==> config.mk <==
export PLATFORM = sky130hd
export DESIGN_NAME = para_ctrl
export DESIGN_NICKNAME = d
export VERILOG_FILES = /design/src/rtl/para_ctrl.sv
export SDC_FILE = /design/constraint.sdc
export NUM_CORES = 1
export LEC_CHECK = 0
export CORE_ASPECT_RATIO = 0.5
export CORE_UTILIZATION = 61
export DETAILED_ROUTE_END_ITERATION = 10
export DONT_BUFFER_PORTS = 1
export GPL_ROUTABILITY_DRIVEN = 0
export HOLD_SLACK_MARGIN = 0.03
export PLACE_DENSITY = 0.77
export RECOVER_POWER = 50
export SYNTH_ARGS = -nofsm -noshare
export SYNTH_HDL_FRONTEND = slang
export SYNTH_SLANG_ARGS = --single-unit
==> constraint.sdc <==
create_clock -name clk_sys -period 1.9 [get_ports clk_sys]
set_clock_uncertainty 0.15 [all_clocks]
set_input_delay 0.38 -clock clk_sys [delete_from_list [all_inputs] [get_ports clk_sys]]
set_output_delay 0.38 -clock clk_sys [all_outputs]
set_load 0.01 [all_outputs]
==> src/rtl/para_ctrl.sv <==
// rtl/para_ctrl.sv - measurement control FSM gating sampler strobes and reporting ring values.
// Optional timeout support compiled in with `define PARA_CTRL_TIMEOUT_EN.
module para_ctrl (
  input  logic        clk_sys,
  input  logic        rst_n,
  input  logic        cfg_start,
  input  logic        cfg_stop,
  input  logic        cfg_auto,
  input  logic [15:0] cfg_win,
  input  logic [15:0] sm_data_in,
  input  logic        sm_vld_in,
  output logic [15:0] sm_data_out,
  output logic        sm_vld_out,
  input  logic        stu_now_lock,
  input  logic [15:0] stu_ring,
  output logic [15:0] ph_ring,
  output logic        ph_vld,
  input  logic        ph_rdy,
  output logic [2:0]  stu_state,
  output logic [15:0] stu_rpt_cnt,
  output logic        stu_timeout
);

  typedef enum logic [2:0] {
    IDLE   = 3'd0,
    ARM    = 3'd1,
    RUN    = 3'd2,
    LOCK   = 3'd3,
    REPORT = 3'd4
  } state_t;

  state_t      state_q, state_d;
  logic [15:0] ring_q, ring_d;
  logic [15:0] rpt_q, rpt_d;
  logic [15:0] cnt_q, cnt_d;
  logic        to_q, to_d;
  logic        win_hit;

  assign sm_data_out = sm_data_in;
  assign sm_vld_out  = ((state_q == RUN) || (state_q == LOCK)) ? sm_vld_in : 1'b0;
  assign ph_vld      = (state_q == REPORT);
  assign ph_ring     = ring_q;
  assign stu_state   = state_q;
  assign stu_rpt_cnt = rpt_q;

`ifdef PARA_CTRL_TIMEOUT_EN
  // A saturated counter can no longer "reach" the window, so exclude it.
  assign win_hit     = sm_vld_out && (cfg_win != 16'd0) && (cnt_q != 16'hFFFF)
                       && ((cnt_q + 16'd1) == cfg_win);
  assign stu_timeout = to_q;
`else
  logic unused_win;
  assign unused_win  = ^cfg_win;
  assign win_hit     = 1'b0;
  assign stu_timeout = 1'b0;
`endif

  always_ff @(posedge clk_sys or negedge rst_n) begin
    if (!rst_n) begin
      state_q <= IDLE;
      ring_q  <= 16'd0;
      rpt_q   <= 16'd0;
      cnt_q   <= 16'd0;
      to_q    <= 1'b0;
    end else begin
      state_q <= state_d;
      ring_q  <= ring_d;
      rpt_q   <= rpt_d;
      cnt_q   <= cnt_d;
      to_q    <= to_d;
    end
  end

  always_comb begin
    state_d = state_q;
    ring_d  = ring_q;
    rpt_d   = rpt_q;
    cnt_d   = cnt_q;
    to_d    = to_q;

    if (sm_vld_out && (cnt_q != 16'hFFFF))
      cnt_d = cnt_q + 16'd1;

    if (cfg_stop) begin
      state_d = IDLE;
    end else begin
      case (state_q)
        IDLE: if (cfg_start) state_d = ARM;
        ARM: begin
          cnt_d   = 16'd0;
          to_d    = 1'b0;
          state_d = RUN;
        end
        RUN: begin
          if (win_hit) begin
            state_d = REPORT;
            ring_d  = 16'hFFFF;
            to_d    = 1'b1;
          end else if (stu_now_lock) begin
            state_d = LOCK;
          end
        end
        LOCK: begin
          // Lock fall outranks a coincident timeout.
          if (!stu_now_lock) begin
            state_d = REPORT;
            ring_d  = stu_ring;
          end else if (win_hit) begin
            state_d = REPORT;
            ring_d  = 16'hFFFF;
            to_d    = 1'b1;
          end
        end
        REPORT: begin
          if (ph_rdy) begin
            rpt_d   = rpt_q + 16'd1;
            state_d = cfg_auto ? ARM : IDLE;
          end
        end
        default: state_d = IDLE;
      endcase
    end
  end

endmodule
==> impl_metrics.py, run 1 <==
metrics = {
    "cts": {
        "clockRootBuffer": "clkbuf_8",
        "clk_transition_reported_paths_ns": 0.06,
        "cts_num_sinks": 35,
        "clock_insertion_delay_worst_skew_ns": 0.28,
        "tritoncts": "yes",
        "cts_made_buffers": 5,
        "cts_htree_levels": 2,
        "clk_path_buf_depth": 2,
    },
    "finish": {
        "layout_common_cells": "dfrtp_1, nand2_1, xnor2_1",
        "finalNetCount": 196,
        "mostFrequentLayoutCell": "dfrtp_1",
        "antennaDiodeCount": 0,
        "layout-drive-gt1-share": 0.236,
        "syn_to_final_growth_pct": 5.42,
    },
    "drt": {
        "first_iter_violations": 22,
        "vias_per_cell": 5.44,
        "drt_pre_antenna_iters": 3,
        "vias": 952,
        "drtAntennaViolNets": 0,
        "route.detailed.wl_per_inst_um": 15.9,
        "postRouteWirelength_um": 2780,
        "route.detailed.drc": 0,
    },
    "power": {
        "power-per-cell-area_nw_per_um2": 901,
        "power.total_uw": 1560,
        "worst_ir_drop_vdd_uv": 506,
        "cellLeakagePower_uw": 0.000822,
    },
    "setup_path": {
        "crit_chain": "or3b_4 > buf_4 > inv_1",
        "endpoint_kind": "primary output",
        "slowest_delay_ns": 0.43,
        "path_class": "reg -> out",
        "worst_ep_required_time_ns": 1.37,
        "critPathArrivalTime_ns": 1.33,
        "cp_num_buf_inv": 2,
        "critPathLaunchType": "register",
        "critical_path_peak_fanout": 3,
        "slowest_stage": "or3b_4",
        "critical_path.top_delay_family": "simple AND/OR/NAND/NOR gates",
    },
    "logic_synthesis": {
        "synth-warning-count": 0,
        "mean_syn_cell_area_sq_um": 11.8,
        "postSynthNetCount": 196,
        "ys_seq_elements": 35,
        "synth-edff-count": 0,
        "synthArstFlopShare": 1.00,
        "synth_sequential_area_ratio": 0.534,
        "synth.lib_cells_used.distinct": 32,
        "synth-main-ff-cell": "dfrtp_1",
        "netlist.area_leader.share": 0.534,
        "synth.top_cells.by_area": "dfrtp_1, buf_4, mux2_2",
        "synth.largest_area_cell": "dfrtp_1",
        "syn_inst": 139,
        "syn_area_sq_um": 1640,
    },
    "worst_hold_path": {
        "worstHoldPathType": "in -> reg",
    },
    "sta": {
        "slew_headroom": 0.459,
        "tns_setup_ns": 0,
        "final.period_utilization": 0.977,
        "setup-violations-final": 0,
        "transition_time_of_the_tightest_slew_check_pin_ns": 0.811,
        "period_minus_slack_ns": 1.86,
        "fmax_mhz": 539,
        "rsz0062_at_grt": "no",
        "timing.final.hold_violations": 0,
        "drv_slew": 0,
    },
    "die": {
        "placeableCoreArea_sq_um": 2370,
        "die_height_um": 38.7,
        "area_of_the_die_sq_um": 2910,
        "floorplan.initialDensity": 0.691,
        "die_boundary_width_um": 75.3,
        "rows": 12,
        "io_pins": 110,
    },
    "grt": {
        "antenna_found_initial": 0,
        "grt_pass1_wl_um": 4350,
        "grt_overflow_total": 0,
        "global_route.usage.total": 0.216,
        "grt_start_max_net_pins": 36,
        "first_global_vias": 966,
    },
    "run": {
        "max_cap_violations": 0,
    },
    "outcome": {
        "outcome": "completed",
    },
    "place": {
        "place.detailed.hpwl_um": 2030,
        "port_buffers": 0,
    },
}
routing by layer:
metal	global-route usage	share of wire
met1	0.249	0.41
met2	0.350	0.47
met3	0.0964	0.081
met4	0.106	0.031
met5	0	0
flip-flops by register name (all words and copies together) (netlist names):
| signal | flops |
|---|---|
| stu_state | 3 |
| ph_ring | 16 |
| stu_rpt_cnt | 16 |
synth_stat cells (all sizes together) (2+ instances only):
cell and count:
dfrtp 35, buf 19, mux2 16, nand2 12, xnor2 11, nand3 9, nor2 6, nor3 5
xor2 4, inv 3, nor4 3, and3 2
timing repair:
item,4_1_cts,5_1_grt
pin swaps,0,1
endpoints found under the setup margin,1,1
setup buffers,0,2
gates resized for setup,1,0
hold buffers,3,0
gates cloned,0,0
endpoints found under the hold margin,38,0
worst reg2reg max path, delay by kind of cell, from the launching register on:
family	cells	cell delay, ns
DFF	1	0.37
and+or+nand+nor	3	0.89
xor gates and xnor gates	1	0.15
buffers and inverters	1	0.16
where the power goes:
group / total (uW) / switching (uW) / internal (uW)
Sequential: 923 / 94.6 / 828
Clock: 501 / 244 / 257
Combinational: 134 / 60.2 / 74.2
Total: 1560 / 399 / 1160
stage by stage:
step / setup WS [ns] / util / std cells / instance area (sq um) / hold slack, ns
2_1_floorplan: 0.0789 / - / 139 / 1640 / -0.0656
4_1_cts: 0.0135 / 0.729 / 173 / 1730 / 0.0763
5_1_grt: 0.00169 / 0.729 / 175 / 1730 / 0.0661
6_report: 0.0443 / 0.729 / 175 / 1730 / 0.0829
3_3_place_gp: 0.139 / 0.677 / 162 / 1610 / -0.0651
3_5_place_dp: 0.121 / 0.677 / 162 / 1610 / -0.0651
final timing paths:
| path | startpoint | endpoint | slack [ns] | cells past startpoint |
|---|---|---|---|---|
| worst max-delay path | stu_state[1] | ph_vld | 0.04 | 3 |
| worst min-delay path | stu_ring[10] | ph_ring[10] | 0.08 | 1 |
| worst max register to register | stu_state[1] | stu_rpt_cnt[5] | 0.11 | 5 |
| worst min register to register | stu_rpt_cnt[15] | stu_rpt_cnt[15] | 0.39 | 1 |
| max in group asynchronous | rst_n | ph_ring[13] | 0.49 | 2 |
| min in group asynchronous | rst_n | stu_rpt_cnt[8] | 0.59 | 2 |
final cells by class:
cell class                      count  area [sq um]
Clock buffer                        7          76.3
Sequential cell                    35           876
Fill cell                         182           643
Multi-Input combinational cell     82           612
Clock inverter                      1          5.00
Timing Repair Buffer               12           105
Inverter                            3          11.3
Tap cell                           35          43.8
logic make-up (layout without fill, tap and decap cells):
| logic type | Yosys count | after routing | share of synthesized area |
|---|---|---|---|
| adder cells (fa/ha/maj) | 1 | 1 | 0.00763 |
| XOR/XNOR | 15 | 15 | 0.0801 |
| AND/OR/NAND/NOR | 45 | 45 | 0.154 |
| other | 1 | 1 | 0.00229 |
| multiplexers | 16 | 16 | 0.110 |
| buffers and inverters | 22 | 23 | 0.0946 |
| flip-flops | 35 | 35 | 0.534 |
| AO/OA/AOI/OAI | 4 | 4 | 0.0175 |
Note: power is estimated with default switching activity, not from simulation.
==> run 2, diff against run 1 <==
CAP_MARGIN = 20   (was unset)
REMOVE_ABC_BUFFERS = 1   (was unset)
==> run 2 against run 1 <==
- hold slack improved by 0.0085 ns
- setup slack improved by 0.0018 ns
- critical path depth stayed put
- clock-buffer cell count rose by 1
- fmax barely moved
- final area rose by 3.3%
- cell count increased by 1.7%
- core utilization is 2.4 points higher
- non-clock buffer count is 3 higher
- sequential share of layout area is 1.6 points lower
==> impl_metrics.py, run 2 (synthesis gave the netlist of run 1 again) <==
metrics = {
    "die": {
        "area_of_the_die_sq_um": 2910,
        "die_height_um": 38.7,
        "rows": 12,
        "placeableCoreArea_sq_um": 2370,
        "floorplan.initialDensity": 0.691,
        "io_pins": 110,
        "die_boundary_width_um": 75.3,
    },
    "grt": {
        "global_route.usage.total": 0.216,
        "antenna_found_initial": 0,
        "grt_overflow_total": 0,
        "first_global_vias": 911,
        "grt_pass1_wl_um": 4170,
        "grt_start_max_net_pins": 36,
    },
    "drt": {
        "route.detailed.wl_per_inst_um": 16.7,
        "first_iter_violations": 33,
        "route.detailed.drc": 0,
        "postRouteWirelength_um": 2970,
        "drtAntennaViolNets": 0,
        "vias": 992,
        "vias_per_cell": 5.57,
        "drt_pre_antenna_iters": 5,
    },
    "power": {
        "cell_internal_pwr_uw": 1230,
        "sequential_power_share": 0.571,
        "cellLeakagePower_uw": 0.000852,
        "power_frac_clock": 0.350,
        "switching_power_as_a_share_of_total_power": 0.237,
        "worst_ir_drop_vdd_uv": 422,
        "power-per-cell-area_nw_per_um2": 904,
        "net_switching_component_of_the_power_uw": 382,
        "p_comb_frac": 0.079,
    },
    "finish": {
        "finalNetCount": 199,
        "antennaDiodeCount": 0,
        "final-instance-count-excl-fill": 178,
        "layout-drive-gt1-share": 0.259,
        "mostFrequentLayoutCell": "dfrtp_1",
        "layout_common_cells": "dfrtp_1, nand2_1, xnor2_1",
        "nFillCells": 165,
        "syn_to_final_growth_pct": 8.92,
    },
    "setup_path": {
        "worstRegToRegCells": 5,
        "worst_ep_required_time_ns": 1.37,
        "slowest_delay_ns": 0.43,
        "timing.critical_path.from": "stu_state[1]",
        "critical_path_peak_fanout": 3,
        "crit_chain": "or3b_4 > buf_4 > inv_1",
        "critPathLaunchType": "register",
        "rrSetupSlack_ns": 0.07,
        "path_class": "reg -> out",
        "destination_of_the_worst_register_to_register_timing_path": "stu_rpt_cnt[14]",
        "critical_path_cell_count": 3,
        "cp_num_buf_inv": 2,
        "slowest_stage": "or3b_4",
        "critPathArrivalTime_ns": 1.32,
        "rr_startpoint": "stu_state[1]",
        "endpoint_kind": "primary output",
        "critical_path.endpoint": "ph_vld",
        "critical_path.top_delay_family": "simple AND/OR/NAND/NOR gates",
    },
    "cts": {
        "clk_transition_reported_paths_ns": 0.06,
        "clockRootBuffer": "clkbuf_8",
        "cts_num_sinks": 35,
        "clk_path_buf_depth": 2,
        "clock_insertion_delay_worst_skew_ns": 0.27,
        "cts_htree_levels": 2,
        "tritoncts": "yes",
        "cts_made_buffers": 5,
    },
    "place": {
        "port_buffers": 0,
        "place_ws_ns": 0.114,
        "place.detailed.hpwl_um": 2150,
        "dp_cells": 163,
    },
    "sta": {
        "transition_time_of_the_tightest_slew_check_pin_ns": 0.824,
        "layout_setup_ws_ns": 0.0461,
        "period_minus_slack_ns": 1.85,
        "slew_headroom": 0.451,
        "timing.final.hold_violations": 0,
        "setup-violations-final": 0,
        "final.period_utilization": 0.976,
        "finalHoldWorstSlack_ns": 0.0914,
        "tns_setup_ns": 0,
        "drv_slew": 0,
        "fmax_mhz": 539,
        "rsz0062_at_grt": "no",
    },
    "run": {
        "max_cap_violations": 0,
    },
    "outcome": {
        "outcome": "completed",
    },
    "worst_hold_path": {
        "worstHoldPathType": "in -> reg",
    },
}
run 2: cell type report:
cell class | instances | area [sq um] | share of cell area
Clock buffer | 8 | 100 | 0.0560
Inverter | 3 | 11.3 | 0.00630
Multi-Input combinational cell | 82 | 612 | 0.342
Sequential cell | 35 | 877 | 0.491
Tap cell | 35 | 43.8 | 0.0245
Timing Repair Buffer | 15 | 143 | 0.0798
run 2: per-stage QoR:
| step | util | power (uW) | area (sq um) |
|---|---|---|---|
| global route | 0.753 | 1690 | 1790 |
| finish | 0.753 | 1610 | 1790 |
| CTS | 0.740 | 1630 | 1760 |
| floorplan | - | 1010 | 1500 |
| global placement | 0.680 | 1040 | 1610 |
| detailed placement | 0.680 | 1040 | 1610 |
run 2: how the worst min path moves through the flow:
stage,start,to,slack (ns),cells after the start
global route,stu_ring[10],ph_ring[10],0.07,1
global placement,rst_n,stu_rpt_cnt[0],-0.07,0
detailed placement,rst_n,stu_rpt_cnt[1],-0.07,0
floorplan,rst_n,ph_ring[0],-0.07,0
CTS,cfg_stop,stu_state[1],0.03,1
finish,stu_ring[10],ph_ring[10],0.09,1
run 2: power by group through the flow:
stage | sequential, uW | clock, uW | combinational [uW]
after global placement | 932 | 0 | 104
after global routing | 934 | 613 | 144
final | 923 | 565 | 128
after detailed placement | 936 | 0 | 109
after CTS | 922 | 581 | 132
after floorplan | 927 | 0 | 81.9
run 2: timing repair:
item / CTS / global route
endpoints found under the setup margin: 1 / 2
endpoints found under the hold margin: 37 / 1
buffers inserted: 0 / 3
pin swaps: 0 / 1
hold buffers: 3 / 1
resized for setup: 1 / 1
run 2: per-layer routing:
metal  wire length (um)  part of all wire  GRT usage
met4                  6            0.0020     0.0556
met3                566              0.19      0.208
met1               1120              0.38      0.237
met2               1280              0.43      0.283
met5                  0                 0      0.111
